===== config.mk =====
export PLATFORM = sky130hd
export DESIGN_NAME = guess_game_ctrl
export DESIGN_NICKNAME = d
export VERILOG_FILES = /design/src/rtl/guess_pkg.sv /design/src/rtl/guess_game_ctrl_tick_gen.sv /design/src/rtl/guess_game_ctrl.sv
export SDC_FILE = /design/constraint.sdc
export NUM_CORES = 1
export LEC_CHECK = 0
export ABC_AREA = 1
export ABC_CLOCK_PERIOD_IN_PS = 1400
export CAP_MARGIN = 5
export CORE_MARGIN = 2
export CORE_UTILIZATION = 52
export CTS_CLUSTER_SIZE = 40
export DETAILED_ROUTE_END_ITERATION = 8
export PLACE_DENSITY_LB_ADDON = 0.3
export SLEW_MARGIN = 15
export SYNTH_ARGS = -nofsm -noshare
export SYNTH_HDL_FRONTEND = slang
export SYNTH_SLANG_ARGS = --single-unit

===== constraint.sdc =====
create_clock -name clk -period 1.4 [get_ports clk]
set_input_delay 0.28 -clock clk [delete_from_list [all_inputs] [get_ports clk]]
set_output_delay 0.28 -clock clk [all_outputs]
set_load 0.03 [all_outputs]

===== src/rtl/guess_pkg.sv =====
// guess_pkg: shared types for the guess game round sequencer.
// Holds the sequencer state encoding, score width and score helper.
package guess_pkg;

  localparam int SCORE_W = 4;

  typedef enum logic [2:0] {
    IDLE   = 3'd0,
    CLEAR  = 3'd1,
    PLAY   = 3'd2,
    RESULT = 3'd3,
    DONE   = 3'd4
  } state_t;

  // Scores stick at all-ones instead of wrapping.
  function automatic logic [SCORE_W-1:0] sat_inc(
    input logic [SCORE_W-1:0] v
  );
    return (&v) ? v : v + 1'b1;
  endfunction

endpackage


===== src/rtl/guess_game_ctrl_tick_gen.sv =====
// tick_gen: free-running prescaler, one-cycle tick every TICK_DIV clocks.
// Ports: clk, reset (sync, active-high) in; tick out.
module tick_gen #(
  parameter int TICK_DIV = 25_000_000
) (
  input  logic clk,
  input  logic reset,
  output logic tick
);

  localparam int W = (TICK_DIV > 1) ? $clog2(TICK_DIV) : 1;
  localparam logic [W-1:0] LAST = W'(TICK_DIV - 1);

  logic [W-1:0] cnt;

  assign tick = (cnt == LAST);

  always_ff @(posedge clk) begin
    if (reset) begin
      cnt <= '0;
    end else if (tick) begin
      cnt <= '0;
    end else begin
      cnt <= cnt + 1'b1;
    end
  end

endmodule


===== src/rtl/guess_game_ctrl.sv =====
// guess_game_ctrl: round sequencer above guess_FSM (tick, reset, scores).
// Ports: clk, reset, start, btn[3:0], fsm_win, fsm_lose in;
// fsm_en, fsm_rst, fsm_b[3:0], wins, losses, last_win,
// show_result, game_over out.
module guess_game_ctrl
  import guess_pkg::*;
#(
  parameter int TICK_DIV    = 25_000_000,
  parameter int RESULT_HOLD = 4,
  parameter int ROUNDS      = 5
) (
  input  logic               clk,
  input  logic               reset,
  input  logic               start,
  input  logic [3:0]         btn,
  input  logic               fsm_win,
  input  logic               fsm_lose,
  output logic               fsm_en,
  output logic               fsm_rst,
  output logic [3:0]         fsm_b,
  output logic [SCORE_W-1:0] wins,
  output logic [SCORE_W-1:0] losses,
  output logic               last_win,
  output logic               show_result,
  output logic               game_over
);

  localparam logic [3:0] HOLD_LAST = 4'(RESULT_HOLD - 1);
  localparam logic [3:0] ROUNDS_L  = 4'(ROUNDS);

  state_t     state;
  logic       tick;
  logic [3:0] hold;
  logic [3:0] round_cnt;
  logic [3:0] next_round;
  logic [3:0] sync1;
  logic [3:0] sync2;

  tick_gen #(
    .TICK_DIV(TICK_DIV)
  ) u_tick (
    .clk  (clk),
    .reset(reset),
    .tick (tick)
  );

  // Buttons are asynchronous: two flops before use.
  always_ff @(posedge clk) begin
    if (reset) begin
      sync1 <= '0;
      sync2 <= '0;
    end else begin
      sync1 <= btn;
      sync2 <= sync1;
    end
  end

  assign next_round = round_cnt + 4'd1;

  always_ff @(posedge clk) begin
    if (reset) begin
      state     <= IDLE;
      hold      <= '0;
      round_cnt <= '0;
      wins      <= '0;
      losses    <= '0;
      last_win  <= 1'b0;
    end else begin
      case (state)
        IDLE, DONE: begin
          if (start) begin
            wins      <= '0;
            losses    <= '0;
            round_cnt <= '0;
            last_win  <= 1'b0;
            state     <= CLEAR;
          end
        end
        CLEAR: state <= PLAY;
        PLAY: begin
          // Win wins a tie with lose.
          if (fsm_win) begin
            wins     <= sat_inc(wins);
            last_win <= 1'b1;
            hold     <= '0;
            state    <= RESULT;
          end else if (fsm_lose) begin
            losses   <= sat_inc(losses);
            last_win <= 1'b0;
            hold     <= '0;
            state    <= RESULT;
          end
        end
        RESULT: begin
          if (tick) begin
            if (hold == HOLD_LAST) begin
              round_cnt <= next_round;
              state <= (next_round == ROUNDS_L)
                       ? DONE : CLEAR;
            end else begin
              hold <= hold + 4'd1;
            end
          end
        end
        default: state <= IDLE;
      endcase
    end
  end

  assign fsm_en      = tick & (state == PLAY);
  assign fsm_rst     = (state == IDLE) | (state == CLEAR);
  assign fsm_b       = (state == PLAY) ? sync2 : 4'b0;
  assign show_result = (state == RESULT);
  assign game_over   = (state == DONE);

endmodule


-- Word level (Yosys, flattened, before mapping)
Index checks and enable logic that the tools add are counted.
- word-level logic and storage cells: 75
- output and inout port bits: 17
- bits of input ports: 9
- flip-flop bits (word level): 53
- multiplexer cells: 28
- reduce and logical (&&, ||, !) cells: 14
- eq/ne operators: 17
- add/subtract/negate cells: 5
- bitwise gates (word level): 2
- operators by type and width (cell ; number):
    $mux W4 ; 13
    $pmux W4 S2 ; 4
    $add A25 B1 Y25 const B ; 1
    $eq A25 B25 Y1 const B ; 1
    $reduce_and A4 Y1 ; 6
    $mux W3 ; 6
    $add A4 B1 Y4 const B ; 4
    $ne A2 B2 Y1 const B ; 7
    $pmux W3 S4 ; 1
    $eq A3 B2 Y1 const B ; 2
    $reduce_bool A2 Y1 ; 3
    $reduce_and A5 Y1 ; 1
    $eq A4 B2 Y1 const B ; 1
    $eq A4 B3 Y1 const B ; 1
    $ne A2 B1 Y1 const B ; 2
    $reduce_or A2 Y1 ; 2
    $eq A3 B1 Y1 const B ; 1
    $eq A3 B3 Y1 const B ; 1
    $logic_not A3 Y1 ; 1
    $mux W1 ; 3
    $ne A3 B3 Y1 const B ; 1
    $reduce_and A3 Y1 ; 1
    $pmux W1 S2 ; 1
    $and A1 B1 Y1 ; 1
    $or A1 B1 Y1 ; 1

-- Logic depth before layout (Yosys ltp)
- depth after elaboration: 6
- depth in mapped cells: 11
- depth with buffers taken out: 11

-- Cells and area by module
From an unflattened synthesis, not the netlist that was laid out.
- cell total of the unflattened synthesis: 414
- area, all modules: 2800.2 um^2
- modules (own cells, without submodules) (module ; sequential area each (um^2) ; cells each ; area each (um^2) ; instances):
    guess_game_ctrl ; 560.5 ; 203 ; 1433.9 ; 1
    tick_gen ; 500.5 ; 211 ; 1366.3 ; 1

-- Worst setup path after synthesis
OpenSTA, ideal clock, no wires.
- path kind: register to output
- start: reg u_tick.cnt[0]
- end: out fsm_en
- data required time: 1.120 ns
- slack: -0.598 ns
- data arrival time: 1.718 ns
- stages on the path, launching flop included: 8
- path buffers: 0
- cell sequence: dfxtp_1 ha_1 nand2_2 nor2_4 nand3_1 inv_1 nand2_1 nor3_1
- word-level cells in the longest chain between the ends: 2
- ends and longest elaborated chain (element ; line ; RTL):
    start: declaration ; guess_game_ctrl_tick_gen.sv:14 ; logic [W-1:0] cnt;
    start signal: assignment ; guess_game_ctrl_tick_gen.sv:24 ; cnt <= cnt + 1'b1;
    $eq A25 B25 Y1 ; guess_game_ctrl_tick_gen.sv:16 ; assign tick = (cnt == LAST);
    $and A1 B1 Y1 ; guess_game_ctrl.sv:110 ; assign fsm_en = tick & (state == PLAY);
    end: declaration ; guess_game_ctrl.sv:18 ; output logic fsm_en,
No other way between the ends.

-- Worst setup path after layout
- start: reg u_tick.cnt[12]
- end: out fsm_en
The elaborated chain is that of the path after synthesis.

==> flow_summary_export.csv <==
group,metric,value,unit
cts,cts.htree.levels,2,
final_layout,post-route-util,84.7,%
yosys,syn-num-nets,432,
yosys,synthTopCellsByArea,"dfxtp_1 38%, nand2_1 13%, nor2_1 8.7%",
timing,slew_headroom,72.0,%
route,route.vias.total,3616,
route,ant_nets,0,
yosys,synth_area,0.00282,mm²
worst_setup_path,cp.required,1120,ps
power_and_ir_drop,p_clk_share,16.1,%
die,core,0.00517,mm²
route,drtPass1Iterations,7,
worst_setup_path,crit_type,"reg -> out",
timing,hold_viol_final,0,
route,finalWirelength,12000,µm
power_and_ir_drop,power.density,1420,mW/mm²
status,status,"finished, violations left",
worst_setup_path,max_stage_delay,400,ps
grt,track_usage,30.6,%
die,start_util,54.5,%
cts,cts_max_path_buffers,2,
cts,insertion_delay,330,ps
worst_setup_path,setup.worst_path.start_class,"flip-flop",
cts,numCtsBuffers,5,
grt,overflow,0,
timing,skew,14.3,ps
yosys,syn_inst,417,
grt,grt_max_degree,20,
worst_setup_path,crit_family,"simple AND/OR/NAND/NOR gates",
worst_setup_path,arrival,1650,ps
status,violations,"negative setup slack",
power_and_ir_drop,ir_drop,1.63,mV
place,dp_cells,553,
timing,final_max_slew_viol_count,0,
yosys,synth_top_cell_by_area,"dfxtp_1",
yosys,synth_seq_cells,53,
yosys,seq_area_frac_synth,37.6,%
route,routedWlPerCell,20.5,µm
power_and_ir_drop,seqPwrFrac,30.0,%
final_layout,syn_to_final_growth,55.5,%
power_and_ir_drop,p_int,0.00339,W
grt,antenna_found_initial,0,
place,gp_congestion,0.954,
worst_setup_path,end_kind,"primary output",
cts,cts_hold_buf,0,
timing,tns,-13820,ps
power_and_ir_drop,power.switching,0.00282,W
cts,cts_root_buf,"clkbuf_8",
timing,min_period,1930,ps
place,place_ws,-191,ps
timing,worst-slew-pin-transition,416,ps
worst_setup_path,cp_num_buf_inv,1,
die,die_w,77.6,µm
yosys,synth-edff-count,0,
power_and_ir_drop,p_leak,1.87,nW
place,place_hpwl,4930,µm
place,io_buffers,25,
yosys,synth_top_cell_area_share,37.6,%
cts,clk_pin_slew,120,ps
timing,hold_slack,437,ps
timing,fin_crit_sh,138,%
route,drc,0,
route,first_iter_violations,465,
yosys,synth.avg_cell_area,6.76,µm²
yosys,synthDistinctLibCells,35,
yosys,synthArstFlopShare,0,%
timing,grt_setup_unrepaired,"yes",
die,row_count,26,
final_layout,drive_gt1_share,40.3,%
worst_setup_path,crit_chain,"nand2_1 -> nor3_2 -> nand2_2 -> nor3_4 -> buf_6",
power_and_ir_drop,comb_power_share,53.9,%
grt,first_global_vias,3230,
final_layout,final_cells,586,
yosys,synth_commonest_cells,"94 x nand2_1, 65 x nor2_1, 58 x inv_1",
cts,cts_tree,"built",
die,die_area,0.00603,mm²
grt,grt_pass1_wl,14800,µm
worst_setup_path,worst-path-max-fanout,4,
timing,setup_viol,52,
yosys,ys.flop_type,"dfxtp_1",
timing,timing.fmax,0.519,GHz
job,max_cap_violations,0,
final_layout,fin_nets,530,
route,vias_per_cell,6.17,
yosys,post-synth-top-count-cell,"nand2_1",
final_layout,n_antenna_cell,0,
hold_path,hp-class,"reg -> reg",
timing,setup_ws,-528,ps
cts,cts.sinks,53,
worst_setup_path,slowest_stage,"dfxtp_1",
die,ioPinCount,26,
die,die_h,77.6,µm
yosys,yosys_warnings,0,
power_and_ir_drop,swShare,45.4,%
[power groups by stage]
stage	clock network (W)	registers [W]	logic, W
finish	0.000999	0.00187	0.00335
global route	0.00102	0.00188	0.00352
CTS	0.000959	0.00184	0.00266
detailed placement	0	0.00183	0.00200
global placement	0	0.00182	0.00195
floorplan	0	0.00188	0.00135
[worst paths after layout]
path                  startpoint           end  slack, ps  depth (start not counted)
hold / removal          sync1[3]      sync2[3]        440                          2
setup reg to reg   u_tick.cnt[6]  round_cnt[3]       -460                         11
hold reg to reg         sync1[3]      sync2[3]        440                          2
setup / recovery  u_tick.cnt[12]        fsm_en       -530                          5
[per-stage QoR]
stage / total power [W] / instance area [µm²]
floorplan: 0.00323 / 2870
global placement: 0.00377 / 3500
detailed placement: 0.00383 / 3500
CTS: 0.00546 / 4130
global route: 0.00643 / 4380
finish: 0.00622 / 4380
[tightest hold or removal path: cells and delay by family (launching register included)]
kind,cells,cell delay (ps)
buffers and inverters,1,50
DFF,1,320
and+or+nand+nor,1,40
[layout make-up]
class / count / area (µm²)
Multi-Input combinational cell: 293 / 1970
Sequential cell: 53 / 1080
Timing Repair Buffer: 95 / 876
Fill cell: 220 / 790
Inverter: 67 / 262
Tap cell: 70 / 87.6
Clock buffer: 5 / 68.8
Clock inverter: 3 / 33.8
[cells in the final DEF, fill, tap and decap left out, drive strengths merged, types with 4 or more instances in the layout]
| cell type | n |
|---|---|
| xor2 | 7 |
| o21ai | 9 |
| clkbuf | 6 |
| dfxtp | 53 |
| or2 | 4 |
| buf | 78 |
| nor2 | 73 |
| nand3 | 28 |
| ha | 6 |
| clkdlybuf4s50 | 8 |
| inv | 66 |
| nand2 | 104 |
| nand4 | 11 |
| clkdlybuf4s15 | 5 |
| nor3 | 10 |
| clkinv | 4 |
| a21oi | 28 |
[per-layer routing]
metal  track usage (%)  wire [µm]  share of wire (%)
met5                 0          0                  0
met4              12.9       1010                8.4
met3              6.05       1200                 10
met2              54.7       5660                 47
met1              35.2       4120                 34
[sequential cells by signal, summed over array words and instances, names as in the netlist]
name,cells
hold,4
last_win,1
wins,4
sync1,4
state,3
sync2,4
losses,4
round_cnt,4
u_tick.cnt,25
[timing repair]
action,CTS,global route
buffers inserted,20,7
endpoints found under the setup margin,44,58
cloned,3,0
resized for setup,100,68
pin swaps,23,28
[cells by family after synthesis]
kind of cell,after synthesis,synth area share [%]
AO/OA/AOI/OAI,41,8.12
XOR/XNOR,10,3.11
adder cells (fa/ha/maj),6,2.66
buffers and inverters,72,10.1
AND/OR/NAND/NOR,235,38.4
flip-flops,53,37.6
No activity file was read; power rests on OpenSTA's default activity.
